`src/rtl/angle_hex_display.sv`:
```
// angle_hex_display
//   Periodically samples a signed tilt angle (degrees), converts its magnitude to BCD with a
//   serial double-dabble, and drives four active-low seven-segment digits as
//   sign / hundreds / tens / ones with leading-zero blanking.
//
// Parameters
//   ANGLE_W      width of the two's-complement input angle (<= 10 so three BCD digits suffice)
//   REFRESH_DIV  i_clk cycles per refresh period (minimum 16)
//
// Ports
//   i_clk     system clock
//   i_rst_n   asynchronous active-low reset
//   i_angle   signed angle in degrees
//   i_valid   i_angle is valid this cycle
//   o_hex3    sign digit       {dp,g,f,e,d,c,b,a}, active low
//   o_hex2    hundreds digit   same encoding
//   o_hex1    tens digit       same encoding
//   o_hex0    ones digit       same encoding
//   o_busy    a conversion is in progress (LOAD, SHIFT or DONE)
//   o_update  one-cycle pulse in the cycle the hex outputs take new values

module angle_hex_display #(
   parameter int unsigned ANGLE_W     = 9,
   parameter int unsigned REFRESH_DIV = 5000000
) (
   input  logic               i_clk,
   input  logic               i_rst_n,
   input  logic [ANGLE_W-1:0] i_angle,
   input  logic               i_valid,
   output logic [7:0]         o_hex3,
   output logic [7:0]         o_hex2,
   output logic [7:0]         o_hex1,
   output logic [7:0]         o_hex0,
   output logic               o_busy,
   output logic               o_update
);

   localparam int unsigned CNT_W = $clog2(REFRESH_DIV);
   localparam int unsigned BIT_W = $clog2(ANGLE_W);
   // Three BCD digits cover magnitudes up to 999.
   localparam int unsigned BCD_W = 12;

   localparam logic [CNT_W-1:0] CNT_LAST = CNT_W'(REFRESH_DIV - 1);
   localparam logic [BIT_W-1:0] BIT_LAST = BIT_W'(ANGLE_W - 1);

   localparam logic [7:0] SEG_BLANK = 8'hFF;
   localparam logic [7:0] SEG_MINUS = 8'hBF;

   localparam logic [1:0] StIdle  = 2'd0;
   localparam logic [1:0] StLoad  = 2'd1;
   localparam logic [1:0] StShift = 2'd2;
   localparam logic [1:0] StDone  = 2'd3;

   // Digit 0..9 to active-low segments with the decimal point off.
   function automatic logic [7:0] seg7(input logic [3:0] digit);
      logic [7:0] seg;
      case (digit)
         4'd0:    seg = 8'hC0;
         4'd1:    seg = 8'hF9;
         4'd2:    seg = 8'hA4;
         4'd3:    seg = 8'hB0;
         4'd4:    seg = 8'h99;
         4'd5:    seg = 8'h92;
         4'd6:    seg = 8'h82;
         4'd7:    seg = 8'hF8;
         4'd8:    seg = 8'h80;
         4'd9:    seg = 8'h90;
         default: seg = SEG_BLANK;
      endcase
      return seg;
   endfunction

   logic [1:0]         state_q, state_d;
   logic [CNT_W-1:0]   cnt_q, cnt_d;
   logic               pending_q, pending_d;
   logic [ANGLE_W-1:0] angle_q, angle_d;
   logic               sign_q, sign_d;
   logic [ANGLE_W-1:0] mag_q, mag_d;
   logic [BCD_W-1:0]   bcd_q, bcd_d;
   logic [BIT_W-1:0]   bit_q, bit_d;
   logic [7:0]         hex3_q, hex3_d;
   logic [7:0]         hex2_q, hex2_d;
   logic [7:0]         hex1_q, hex1_d;
   logic [7:0]         hex0_q, hex0_d;
   logic               update_q, update_d;

   logic               wrap;
   logic               capture;
   logic [BCD_W-1:0]   bcd_adj;
   logic [3:0]         dig_hund;
   logic [3:0]         dig_tens;
   logic [3:0]         dig_ones;

   // ------------------------------------------------------------------
   // Refresh timebase and pending request
   // ------------------------------------------------------------------
   always_comb begin
      wrap  = (cnt_q == CNT_LAST);
      cnt_d = wrap ? '0 : cnt_q + CNT_W'(1);
      // A new refresh tick wins over a capture on the same edge, so at most one request is
      // ever outstanding and a tick is never lost.
      if (wrap) begin
         pending_d = 1'b1;
      end else if (capture) begin
         pending_d = 1'b0;
      end else begin
         pending_d = pending_q;
      end
   end

   // ------------------------------------------------------------------
   // Double-dabble add-3 correction applied before each shift
   // ------------------------------------------------------------------
   always_comb begin
      bcd_adj = bcd_q;
      for (int i = 0; i < BCD_W / 4; i++) begin
         if (bcd_adj[4*i +: 4] >= 4'd5) begin
            bcd_adj[4*i +: 4] = bcd_adj[4*i +: 4] + 4'd3;
         end
      end
   end

   assign dig_hund = bcd_q[11:8];
   assign dig_tens = bcd_q[7:4];
   assign dig_ones = bcd_q[3:0];

   // ------------------------------------------------------------------
   // Conversion FSM next-state logic
   // ------------------------------------------------------------------
   always_comb begin
      state_d  = state_q;
      angle_d  = angle_q;
      sign_d   = sign_q;
      mag_d    = mag_q;
      bcd_d    = bcd_q;
      bit_d    = bit_q;
      hex3_d   = hex3_q;
      hex2_d   = hex2_q;
      hex1_d   = hex1_q;
      hex0_d   = hex0_q;
      update_d = 1'b0;
      capture  = 1'b0;

      unique case (state_q)
         StIdle: begin
            if (pending_q && i_valid) begin
               angle_d = i_angle;
               capture = 1'b1;
               state_d = StLoad;
            end
         end

         StLoad: begin
            sign_d  = angle_q[ANGLE_W-1];
            // Unsigned ANGLE_W-bit negate: the most negative value maps to its true magnitude.
            mag_d   = angle_q[ANGLE_W-1] ? (~angle_q + ANGLE_W'(1)) : angle_q;
            bcd_d   = '0;
            bit_d   = '0;
            state_d = StShift;
         end

         StShift: begin
            {bcd_d, mag_d} = {bcd_adj[BCD_W-2:0], mag_q, 1'b0};
            bit_d          = bit_q + BIT_W'(1);
            if (bit_q == BIT_LAST) begin
               state_d = StDone;
            end
         end

         StDone: begin
            // Zero is never negative in two's complement, so the sign bit alone decides.
            hex3_d   = sign_q ? SEG_MINUS : SEG_BLANK;
            hex2_d   = (dig_hund == 4'd0) ? SEG_BLANK : seg7(dig_hund);
            hex1_d   = (dig_hund == 4'd0 && dig_tens == 4'd0) ? SEG_BLANK : seg7(dig_tens);
            hex0_d   = seg7(dig_ones);
            update_d = 1'b1;
            state_d  = StIdle;
         end

         default: begin
            state_d = StIdle;
         end
      endcase
   end

   // ------------------------------------------------------------------
   // State registers
   // ------------------------------------------------------------------
   always_ff @(posedge i_clk or negedge i_rst_n) begin
      if (!i_rst_n) begin
         state_q   <= StIdle;
         cnt_q     <= '0;
         pending_q <= 1'b0;
         angle_q   <= '0;
         sign_q    <= 1'b0;
         mag_q     <= '0;
         bcd_q     <= '0;
         bit_q     <= '0;
         hex3_q    <= SEG_BLANK;
         hex2_q    <= SEG_BLANK;
         hex1_q    <= SEG_BLANK;
         hex0_q    <= SEG_BLANK;
         update_q  <= 1'b0;
      end else begin
         state_q   <= state_d;
         cnt_q     <= cnt_d;
         pending_q <= pending_d;
         angle_q   <= angle_d;
         sign_q    <= sign_d;
         mag_q     <= mag_d;
         bcd_q     <= bcd_d;
         bit_q     <= bit_d;
         hex3_q    <= hex3_d;
         hex2_q    <= hex2_d;
         hex1_q    <= hex1_d;
         hex0_q    <= hex0_d;
         update_q  <= update_d;
      end
   end

   assign o_hex3   = hex3_q;
   assign o_hex2   = hex2_q;
   assign o_hex1   = hex1_q;
   assign o_hex0   = hex0_q;
   assign o_busy   = (state_q != StIdle);
   assign o_update = update_q;

endmodule
```
`config.mk`:
```
export PLATFORM = sky130hd
export DESIGN_NAME = angle_hex_display
export DESIGN_NICKNAME = d
export VERILOG_FILES = /design/src/rtl/angle_hex_display.sv
export SDC_FILE = /design/constraint.sdc
export NUM_CORES = 1
export LEC_CHECK = 0
export BUFFER_PORTS_ARGS = -buffer_cell sky130_fd_sc_hd__buf_2
export CAP_MARGIN = 10
export CORE_MARGIN = 1
export CORE_UTILIZATION = 52
export CTS_CLUSTER_DIAMETER = 150
export DETAILED_ROUTE_END_ITERATION = 7
export GPL_TIMING_DRIVEN = 0
export HOLD_SLACK_MARGIN = 0.05
export PLACE_DENSITY = 0.8
export SYNTH_ARGS = -nofsm -noshare
export SYNTH_HDL_FRONTEND = slang
export SYNTH_SLANG_ARGS = --single-unit
```
`constraint.sdc`:
```
create_clock -name i_clk -period 1.7 [get_ports i_clk]
set_input_delay 0 -clock i_clk [delete_from_list [all_inputs] [get_ports i_clk]]
set_output_delay 0 -clock i_clk [all_outputs]
set_load 0.02 [all_outputs]
```
# Word level (Yosys, flattened, before mapping)
# Memories as Yosys holds them, arrays and structs flattened. A register that Yosys moved wholly into a read port is not among the register bits.
# Index checks and enable logic that the tools add are counted.
# Widths: inputs -> output; s select.
[op_classes]
muxes = 19
add_sub_neg = 6
order_cmp = 3
n_bitwise = 1
n_eq_ne = 7
reduce_logical = 11
[ops]
columns = ["op", "n"]
rows = [
  ["$pmux 12 s2", 1],
  ["$add 23x1->23 const B", 1],
  ["$eq 23x23->1 const B", 1],
  ["$mux 23", 1],
  ["$pmux 9 s2", 1],
  ["$mux 8", 2],
  ["$ge 4x3->1 const B", 3],
  ["$add 9x1->9 const B", 1],
  ["$mux 9", 1],
  ["$not 9->9", 1],
  ["$add 4x2->4 const B", 2],
  ["$logic_not 4->1", 2],
  ["$mux 4", 2],
  ["$pmux 2 s4", 1],
  ["$pmux 4 s2", 1],
  ["$mux 7", 1],
  ["$reduce_bool 2->1", 3],
  ["$mux 1", 5],
  ["$add 4x1->4 const B", 1],
  ["$eq 2x2->1 const B", 2],
  ["$eq 4x4->1 const B", 1],
  ["$mux 2", 2],
  ["$ne 2x2->1 const B", 2],
  ["$reduce_and 2->1", 2],
  ["6 further kinds", 7],
]
[totals]
mem_bits_ro = 336
wordCells = 63
memories = 3
reg_bits = 94
[memory_table]
columns = ["memory", "words", "width", "read_ports", "rd_clocked_by_memory_dff", "wr", "line_no", "rtl"]
rows = [
  ["(name not given)", 16, 7, 1, 0, 0, "57", "case (digit)"],
  ["(name not given)", 16, 7, 1, 0, 0, "57", ""],
  ["(name not given)", 16, 7, 1, 1, 0, "57", ""],
]

# Depth between registers and ports, before layout
[logic_depth]
word_depth = 5
depth_mapped = 8

# Worst setup path before layout
# Ideal clock, no wire load.
[synth_path]
path_type = "register -> register"
start = "reg cnt_q[15]"
end = "reg cnt_q[18]"
setup_ns = 0.130
arrival_time_ns = 1.738
path_stages_with_launch = 6
setup_slack_ns = -0.168
t_required_ns = 1.570
synth_period_minus_slack_ns = 1.868
n_path_buf = 1
path_cell_list = "dfrtp_1 -> or4b_1 -> or4_4 -> nor4_4 -> buf_6 -> a21oi_1"
[synth_via]
elab_chain_cells = 2
[synth_lines]
columns = ["item", "line_no", "rtl"]
rows = [
  ["from (decl)", "74", "logic [CNT_W-1:0] cnt_q, cnt_d;"],
  ["from (signal assigned)", "206", "cnt_q <= cnt_d;"],
  ["$add 23x1->23 / $eq 23x23->1 (equally long branches)", "99, 98", ""],
  ["$mux 23 (*)", "99", "cnt_d = wrap ? '0 : cnt_q + CNT_W'(1);"],
  ["named net cnt_d[18]", "74", ""],
]
# The timed path passes the listed nets; every way through them passes the cells marked *.
# A chain may end at the register's enable or synchronous reset.

# Worst setup path in the final report
[layout_path]
start = "reg cnt_q[15]"
end = "reg cnt_q[6]"
[layout_via]
elab_chain_cells = 2
[layout_lines]
columns = ["item", "line_no", "rtl"]
rows = [
  ["$eq 23x23->1", "98", "wrap = (cnt_q == CNT_LAST);"],
  ["$mux 23", "99", ""],
  ["named net cnt_d[6]", "74", ""],
]
# The timed path passes the listed nets, and every way through them passes these cells.

==> results.py <==
metrics = {
    "outcome": {
        "outcome": "finished, violations left",
        "failed_checks": "setup timing",
    },
    "synth": {
        "syn-instance-count": 454,
        "synth_edf_count": 0,
        "seq_area_frac_synth_pct": 46.8,
        "post-synth-top-count-cell": "dfrtp_1",
        "synth_cell_types": 57,
        "synth_largest_area_cell": "dfrtp_1",
        "synth_area_leaders": "dfrtp_1 (34%), dfstp_2 (13%), ha_1 (6.6%), mux2_2 (4.5%), a21oi_1 (3.5%)",
        "async_flop_share_pct": 100,
        "synth_common_cells": "dfrtp_1 (62), a21oi_1 (32), nor2_1 (31)",
        "synth_area_sq_um": 4550,
        "ys_seq_elements": 84,
        "yosysTopAreaCellShare_pct": 34.1,
        "synth.avg_cell_area_sq_um": 10.0,
        "ys.flop_type": "dfrtp_1",
        "ys_warn_count": 0,
    },
    "pwr": {
        "pwr-share-clk_pct": 39.7,
        "comb_power_share_pct": 3.2,
        "powerDensity_nw_per_um2": 640,
        "netSwitchingFraction_pct": 22.4,
        "peakVddDrop_mv": 0.555,
        "internal-power_mw": 2.72,
        "p_leak_nw": 2.45,
        "seqPwrFrac_pct": 57.1,
        "switchingPower_uw": 783,
    },
    "setup_path": {
        "slowest_delay_ps": 520,
        "path_cells": "or4b_1 > or4_4 > nor4_4 > buf_4 > nor2_1",
        "critPathTopFamily": "simple AND/OR/NAND/NOR gates",
        "worstPathMaxFanout": 5,
        "cp_num_buf_inv": 1,
        "criticalPathCategory": "reg -> reg",
        "crit_arrival_ps": 2210,
        "critPathSlowestCell": "or4b_1",
        "worstPathRequired_ps": 1950,
        "start_kind": "flip-flop",
        "end_kind": "flip-flop",
    },
    "clocking": {
        "htreeDepth": 3,
        "clock_sinks": 84,
        "clk_path_buf_depth": 2,
        "numCtsBuffers": 9,
        "root_buffer": "clkbuf_8",
        "worstSkewPairLatency_ps": 360,
        "cts_tree": "yes",
        "cts.clk_slew.worst_paths_ps": 80,
    },
    "timing": {
        "finalSetupViolCount": 14,
        "fmax_mhz": 512,
        "min_period_over_period_pct": 115,
        "slew_headroom_pct": 62.5,
        "finalSetupTns_ps": -3250,
        "fin_skew_ps": 9.19,
        "setup_slack_ps": -253,
        "tightestPinTransition_ps": 563,
        "final_max_slew_viol_count": 0,
        "rsz0062_at_grt": "yes",
        "hold_viol": 0,
        "min_period_ps": 1950,
    },
    "floorplanning": {
        "die_w_um": 95.5,
        "num_rows": 33,
        "io_pins": 46,
        "die_h_um": 95.5,
        "coreArea_sq_um": 8340,
        "start_util_pct": 54.5,
        "dieArea_sq_um": 9120,
    },
    "grt": {
        "track_usage_pct": 22.9,
        "antenna_found_initial": 0,
        "grt_first_pass_wirelength_um": 15900,
        "grt_max_degree": 66,
        "grt_pass1_vias": 3509,
        "grt-ovfl-total": 0,
    },
    "cells_and_area": {
        "multi_input_area_sq_um": 2310,
        "final_cells": 638,
        "diodes": 0,
        "regArea_sq_um": 2130,
        "nFillCells": 605,
        "final_nets": 565,
        "syn_to_final_growth_pct": 20.3,
        "layout-drive-gt1-share_pct": 30.0,
    },
    "run": {
        "maxCapViolations": 0,
    },
    "hold_path": {
        "hold_path.class": "in -> reg",
    },
    "placement": {
        "place_congestion": 0.849,
        "io_buffers": 35,
        "dp.cells": 604,
        "hpwl_um": 6590,
    },
    "detailed_routing": {
        "routed_wl_um": 9770,
        "wl_per_cell_um": 15.3,
        "vias": 3570,
        "drt_iter0_drc": 94,
        "ant_nets": 0,
        "drc_errors": 0,
        "firstDrtPassIters": 4,
        "vias_per_cell": 5.60,
    },
}
## cell type report
type / count / share of cell area [%]
Tap cell: 105 / 2.40
Inverter: 30 / 2.15
Sequential cell: 84 / 39.0
Timing Repair Buffer: 58 / 7.30
Buffer: 30 / 3.52
Multi-Input combinational cell: 316 / 42.3
Clock buffer: 11 / 2.40
Clock inverter: 4 / 0.938
## flip-flops by register name, summed over array words and instances, names as in the netlist
signal	count
cnt_q	23
angle_q	9
state_q	2
o_hex2	7
sign_q	1
bcd_q	12
o_hex1	7
o_hex0	7
o_update	1
o_hex3	1
pending_q	1
mag_q	9
bit_q	4
## what timing repair did
action	CTS	global route
setup endpoints to repair	47	48
hold buffers	10	0
resized for setup	29	43
hold endpoints to repair	90	0
cloned	1	1
buffers inserted	5	5
pin swaps	3	8
## kinds of logic after synthesis
family | count (synthesis) | synth area share, %
simple gates | 132 | 15.8
compound gates | 101 | 13.9
flops | 84 | 46.8
buf+inv | 63 | 6.24
xor+xnor | 25 | 4.81
fa+ha+maj | 24 | 6.60
mux | 24 | 5.78
other cells | 1 | 0.0825
## worst paths after layout
kind | from | endpoint | slack [ps] | cells after the start
min reg2reg | sign_q$_DFFE_PN0N_ | o_hex3[6]$_DFFE_PN1P_ | 430 | 1
max | cnt_q[15]$_DFF_PN0_ | cnt_q[6]$_DFF_PN0_ | -250 | 5
min in group asynchronous | i_rst_n | o_hex1[0]$_DFFE_PN1P_ | 290 | 2
max reg2reg | cnt_q[15]$_DFF_PN0_ | cnt_q[6]$_DFF_PN0_ | -250 | 5
max in group asynchronous | i_rst_n | o_hex3[6]$_DFFE_PN1P_ | 1020 | 3
min | i_valid | state_q[0]$_DFFE_PN0P_ | 160 | 3
## worst register-to-register path: stages (launching register included)
cell and delay, ps:
dfrtp_1 390, or4b_1 520, or4_4 440, nor4_4 230
buf_4 210, nor2_1 50
## stage by stage
step | total power [mW] | worst slack [ps] | util (%) | hold WS [ps] | area [sq um]
3_5_place_dp | 2.13 | -396 | 59.0 | 152 | 4920
4_1_cts | 3.52 | -322 | 63.9 | 140 | 5330
3_3_place_gp | 2.12 | -328 | 58.6 | 232 | 4890
2_1_floorplan | 2.07 | -168 | - | -296 | 4580
5_1_grt | 3.62 | -319 | 65.6 | 149 | 5470
6_report | 3.50 | -253 | 65.6 | 159 | 5470
## cell usage in the layout, fill, tap and decap left out, types with 14 or more instances in the layout
cell type	count
inv_1	25
nand2_1	23
o21ai_0	19
buf_2	36
buf_4	24
mux2_2	18
a21oi_1	26
xnor2_1	14
nor2_1	29
nand3_1	19
dfrtp_1	58
dfstp_2	22
ha_1	20
## power groups by stage
stage | logic [mW] | clock network [mW] | registers (mW)
after floorplan | 0.0370 | 0 | 2.04
after global placement | 0.0873 | 0 | 2.04
after global routing | 0.130 | 1.49 | 2.00
after detailed placement | 0.0977 | 0 | 2.04
after CTS | 0.115 | 1.40 | 2.00
final | 0.114 | 1.39 | 2.00
## layer usage
metal | share of wire (%) | track usage, %
met5 | 0 | 0
met1 | 43 | 27.3
met4 | 1.3 | 7.59
met2 | 52 | 40.4
met3 | 3.9 | 5.50
No activity file was read; power rests on OpenSTA's default activity.
